===== src/rtl/riscv_pipe_pkg.sv =====
// Shared definitions for the RISC-V pipeline stage registers: control-bundle
// bit positions, default widths and the skid-entry state encoding.
package riscv_pipe_pkg;

    localparam int unsigned XLEN      = 32;
    localparam int unsigned REG_IDX_W = 5;

    localparam int unsigned CTRL_MEM_WRITE  = 4;
    localparam int unsigned CTRL_REG_WRITE  = 3;
    localparam int unsigned CTRL_MEM_TO_REG = 2;
    localparam int unsigned CTRL_REG_SRC_HI = 1;
    localparam int unsigned CTRL_REG_SRC_LO = 0;

    localparam logic [1:0] SKID_EMPTY = 2'b00;
    localparam logic [1:0] SKID_ONE   = 2'b01;
    localparam logic [1:0] SKID_FULL  = 2'b11;

endpackage


===== src/rtl/pipe_payload_reg.sv =====
// Enabled, reset-to-zero payload register of configurable width.
module pipe_payload_reg #(
    parameter int unsigned W = 8
) (
    input  logic         CLK,
    input  logic         RESET,
    input  logic         en,
    input  logic [W-1:0] d,
    output logic [W-1:0] q
);

    always_ff @(posedge CLK or negedge RESET) begin
        if (!RESET) begin
            q <= '0;
        end else if (en) begin
            q <= d;
        end
    end

endmodule


===== src/rtl/pipe_stage_reg.sv =====
// Pipeline-stage register with valid/ready handshake, flush-to-bubble and
// an optional registered-ready skid entry enabled by PIPE_STAGE_SKID_EN.
module pipe_stage_reg
    import riscv_pipe_pkg::*;
#(
    parameter int unsigned DATA_W = XLEN,
    parameter int unsigned N_DATA = 3,
    parameter int unsigned CTRL_W = 5,
    parameter int unsigned DST_W  = REG_IDX_W
) (
    input  logic                     CLK,
    input  logic                     RESET,
    input  logic                     in_valid,
    output logic                     in_ready,
    input  logic [CTRL_W-1:0]        in_ctrl,
    input  logic [DST_W-1:0]         in_dst,
    input  logic [N_DATA*DATA_W-1:0] in_data,
    input  logic                     flush,
    output logic                     out_valid,
    input  logic                     out_ready,
    output logic [CTRL_W-1:0]        out_ctrl,
    output logic [DST_W-1:0]         out_dst,
    output logic [N_DATA*DATA_W-1:0] out_data
);

    localparam int unsigned PAY_W = DST_W + N_DATA * DATA_W;

    logic              xfer_in;
    logic              xfer_out;
    logic              main_valid;
    logic              main_load;
    logic [PAY_W-1:0]  main_d;
    logic [PAY_W-1:0]  main_q;
    logic [CTRL_W-1:0] main_ctrl_d;
    logic [CTRL_W-1:0] main_ctrl;

    assign xfer_in  = in_valid && in_ready;
    assign xfer_out = main_valid && out_ready;

`ifdef PIPE_STAGE_SKID_EN
    logic [1:0]        state;
    logic [1:0]        state_nxt;
    logic              skid_load;
    logic [PAY_W-1:0]  skid_q;
    logic [CTRL_W-1:0] skid_ctrl;

    // Ready depends only on the state register, never on out_ready.
    assign in_ready   = (state != SKID_FULL);
    assign main_valid = (state != SKID_EMPTY);

    always_comb begin
        state_nxt   = state;
        main_load   = 1'b0;
        skid_load   = 1'b0;
        main_d      = {in_dst, in_data};
        main_ctrl_d = in_ctrl;
        if (flush) begin
            state_nxt = SKID_EMPTY;
        end else begin
            case (state)
                SKID_EMPTY: begin
                    if (xfer_in) begin
                        state_nxt = SKID_ONE;
                        main_load = 1'b1;
                    end
                end
                SKID_ONE: begin
                    if (xfer_in && xfer_out) begin
                        main_load = 1'b1;
                    end else if (xfer_in) begin
                        state_nxt = SKID_FULL;
                        skid_load = 1'b1;
                    end else if (xfer_out) begin
                        state_nxt = SKID_EMPTY;
                    end
                end
                SKID_FULL: begin
                    if (xfer_out) begin
                        state_nxt   = SKID_ONE;
                        main_load   = 1'b1;
                        main_d      = skid_q;
                        main_ctrl_d = skid_ctrl;
                    end
                end
                default: state_nxt = SKID_EMPTY;
            endcase
        end
    end

    always_ff @(posedge CLK or negedge RESET) begin
        if (!RESET) begin
            state <= SKID_EMPTY;
        end else begin
            state <= state_nxt;
        end
    end

    always_ff @(posedge CLK or negedge RESET) begin
        if (!RESET) begin
            skid_ctrl <= '0;
        end else if (flush) begin
            skid_ctrl <= '0;
        end else if (skid_load) begin
            skid_ctrl <= in_ctrl;
        end
    end

    pipe_payload_reg #(.W(PAY_W)) u_skid (
        .CLK   (CLK),
        .RESET (RESET),
        .en    (skid_load),
        .d     ({in_dst, in_data}),
        .q     (skid_q)
    );
`else
    assign in_ready    = out_ready || !main_valid;
    assign main_load   = xfer_in && !flush;
    assign main_d      = {in_dst, in_data};
    assign main_ctrl_d = in_ctrl;

    always_ff @(posedge CLK or negedge RESET) begin
        if (!RESET) begin
            main_valid <= 1'b0;
        end else if (flush) begin
            main_valid <= 1'b0;
        end else if (xfer_in) begin
            main_valid <= 1'b1;
        end else if (xfer_out) begin
            main_valid <= 1'b0;
        end
    end
`endif

    // Ctrl is cleared by flush; dst/data deliberately keep stale contents.
    always_ff @(posedge CLK or negedge RESET) begin
        if (!RESET) begin
            main_ctrl <= '0;
        end else if (flush) begin
            main_ctrl <= '0;
        end else if (main_load) begin
            main_ctrl <= main_ctrl_d;
        end
    end

    pipe_payload_reg #(.W(PAY_W)) u_main (
        .CLK   (CLK),
        .RESET (RESET),
        .en    (main_load),
        .d     (main_d),
        .q     (main_q)
    );

    assign out_valid           = main_valid;
    assign out_ctrl            = main_valid ? main_ctrl : '0;
    assign {out_dst, out_data} = main_q;

endmodule


===== config.mk =====
export PLATFORM = sky130hd
export DESIGN_NAME = pipe_stage_reg
export DESIGN_NICKNAME = d
export VERILOG_FILES = /design/src/rtl/riscv_pipe_pkg.sv /design/src/rtl/pipe_payload_reg.sv /design/src/rtl/pipe_stage_reg.sv
export SDC_FILE = /design/constraint.sdc
export NUM_CORES = 1
export LEC_CHECK = 0
export CORE_ASPECT_RATIO = 1.1
export CORE_MARGIN = 4
export CORE_UTILIZATION = 25
export CTS_BUF_LIST = sky130_fd_sc_hd__clkbuf_4 sky130_fd_sc_hd__clkbuf_8 sky130_fd_sc_hd__clkbuf_16
export CTS_CLUSTER_DIAMETER = 40
export CTS_CLUSTER_SIZE = 25
export DETAILED_ROUTE_END_ITERATION = 7
export DONT_BUFFER_PORTS = 1
export GPL_ROUTABILITY_DRIVEN = 0
export MAX_ROUTING_LAYER = met4
export PLACE_DENSITY = 0.45
export RECOVER_POWER = 50
export SLEW_MARGIN = 25
export SYNTH_ARGS = -nofsm -noshare
export SYNTH_HDL_FRONTEND = slang
export SYNTH_SLANG_ARGS = --single-unit

===== constraint.sdc =====
create_clock -name CLK -period 1.9 [get_ports CLK]
set_input_delay 0.285 -clock CLK [delete_from_list [all_inputs] [get_ports CLK]]
set_output_delay 0.285 -clock CLK [all_outputs]
set_load 0.01 [all_outputs]

==> results by group <==
Worst setup path
  • CP Max Fanout: 56
  • FF-to-FF path depth: 4
  • Reg-to-reg slack, setup: 190 ps
  • Critical Path Sink Type: register
  • Worst setup path class: reg -> reg
  • R2R Path End: u_main.q[94]
  • Req. time, crit path: 2130 ps
  • Crit start category: register
  • Arr. time, crit path: between 1500 and 2000 ps
  • R2r startpoint: out_valid

STA
  • Fin Setup TNS: 0 ps
  • Unrepaired setup endpoints after global routing: false
  • Final Skew: around 4.6 ps
  • Final hold slack: -370.5 ps
  • Tmin final: between 1500 and 2000 ps
  • Slew Viols, Final: 0
  • Worst-Margin Slew: around 440 ps
  • Max Clock Freq: between 500 and 600 MHz
  • Relative slew slack: 0.7071
  • Final setup violation count: 0
  • Fin crit share: 0.8990
  • Final hold vios: 107

Routing
  • Residual DRC count: 0
  • DR vias: roughly 2100
  • Iter 0 DRT Violations: 67
  • Wirelength, routed: approximately 9.1 mm
  • Antenna-violating nets left: 0
  • First-pass DRT Iterations: 6
  • Vias per cell: 4.180
  • Avg WL per Cell: 18.38 um

Die
  • IO Pins: 219
  • Die height: 148.8 um
  • Initial Util: 0.2548
  • Rows: 51
  • Core Area: 17680 um2
  • Die area: approximately 20000 um2
  • Die width: 136.0 um

Logic synthesis
  • Cell types with the highest counts after synthesis: dfrtp_1, mux2_4, mux2_2
  • Top cell type's share of synthesized area: 0.5944
  • Post-synth ARST share: 1.000
  • Synth Area per Inst: 18.46 um2
  • Synth area leaders: dfrtp_1, mux2_4, buf_12
  • Distinct cell type count after synthesis: 13
  • Top-count cell post-synth: dfrtp_1
  • Synth Instances: 244
  • Post-synth EDFFs: 0
  • Seq/Total Area, Yosys: 0.5944
  • Mapped Area: approximately 4500 um2
  • Area leader, netlist: dfrtp_1
  • Synth Warn #: 0
  • Seq cells post-synth: 107
  • Syn nets: approximately 360
  • Ys flop type: dfrtp_1

Outcome
  • Status: finished with violations
  • Violations in the final reports: negative hold slack

Power
  • PD cells: ~1100 nW/um2
  • Static leakage: about 2.2 nW
  • Worst vdd ir: 0.3768 mV

CTS
  • CTS tree: done
  • H-Tree Level Count: 3
  • Clock Tree Buf Depth: 2
  • Clk sinks: 107
  • Post-cts hold buffer count: 1
  • Clk slew on worst S/H paths: about 70 ps
  • Root Buffer: clkbuf_16
  • Num CTS Buffers: 9
  • Worst skew pair latency: 340 ps

Global route
  • Pin count of the biggest net entering global routing: 108
  • Grt ovf: 0
  • First-pass GRT wire length: about 14 mm
  • Number of global-route vias before repair: 2383
  • GRT Total Usage: 0.09027
  • Initial antenna violation count: 0

Final layout
  • Area Overhead vs Synth: 10.39%
  • Nets: ~360
  • Final core occ: 0.2813
  • Share of post-route cells with drive strength above 1: 0.4922
  • Antenna Cells: 0

Place
  • HPWL after DPL: 6.395 mm
  • Port Buffers: 0

Job
  • Max Cap Viol: 0

Min path
  • Worst min path class: in -> async
where the power goes:
part	internal (W)	switching (W)	total (W)
sequential	0.00265	0.000479	0.00313
clock	0.00104	0.000820	0.00186
combinational	0.000510	0.000172	0.000683
timing repair:
action	CTS	global route
resized for setup	0	0
buffers inserted	0	0
endpoints found under the hold margin	113	107
cells by family after synthesis:
| family | count (synthesis) | synth area share |
|---|---|---|
| and+or+nand+nor | 12 | 0.01806 |
| DFF | 107 | 0.5944 |
| buffers and inverters | 13 | 0.04778 |
| muxes | 101 | 0.3275 |
| AOI/OAI and AO/OA | 11 | 0.01222 |
final cells by class:
cell class                 instances  area [um2]
fill                            1770       12700
sequential                       107        2678
multi-input combinational        124        1612
tap                              238       297.8
clock buffer                      10       232.7
timing repair buffer               7       80.08
clock inverter                     6       65.06
inverter                           2       7.507
metrics by stage:
step	hold WS, ps	setup WS [ps]	instance area, um2	std cells	power [W]
floorplan	-10.59	304.1	4504	244	0.003727
global placement	-6.843	183.6	4664	477	0.003856
detailed placement	-6.495	152.1	4664	477	0.003870
CTS	-398.1	148.0	4972	494	0.005811
global route	-395.5	94.43	4972	494	0.005957
finish	-370.5	192.0	4972	494	0.005675
flip-flops by register name, indices dropped and copies added (netlist names):
register   cells
out_valid      1
u_main.q     101
main_ctrl      5
layout by cell type, fill, tap and decap left out:
master         count
a21oi_1            6
and2_1             5
and2b_2            1
buf_12             2
buf_4              4
bufinv_16          1
clkbuf_16          9
clkbuf_4           1
clkinv_2           2
clkinv_4           1
clkinvlp_4         1
dfrtp_1          107
dlygate4sd3_1      1
inv_1              1
inv_2              1
inv_6              1
mux2_2            11
mux2_4            90
nand3_1            5
nor3_4             1
o21ai_0            5
layer usage:
metal,share of wire,wire [um],up-vias,track usage
met2,0.48,4356,132,0.1355
met5,0,0,-,-
met4,0.031,278,0,0.05192
met1,0.38,3434,1049,0.1036
met3,0.11,1007,18,0.03374
li1,-,-,866,-
worst max path at each step:
stage                          from           end  slack (ps)  cells past startpoint
after floorplan           out_valid  u_main.q[10]         300                      5
after global placement    out_valid  u_main.q[97]         180                      4
after detailed placement  out_valid  u_main.q[95]         150                      4
after CTS                 out_valid  u_main.q[95]         150                      4
after global routing      out_valid  u_main.q[94]          90                      4
final                     out_valid  u_main.q[94]         190                      4
critical path, cell delays in order, from the launching register on:
cell,delay [ps]
dfrtp_1,380
and2b_2,250
nor3_4,190
buf_12,340
mux2_2,380
Power figures use the tool's default switching activity.
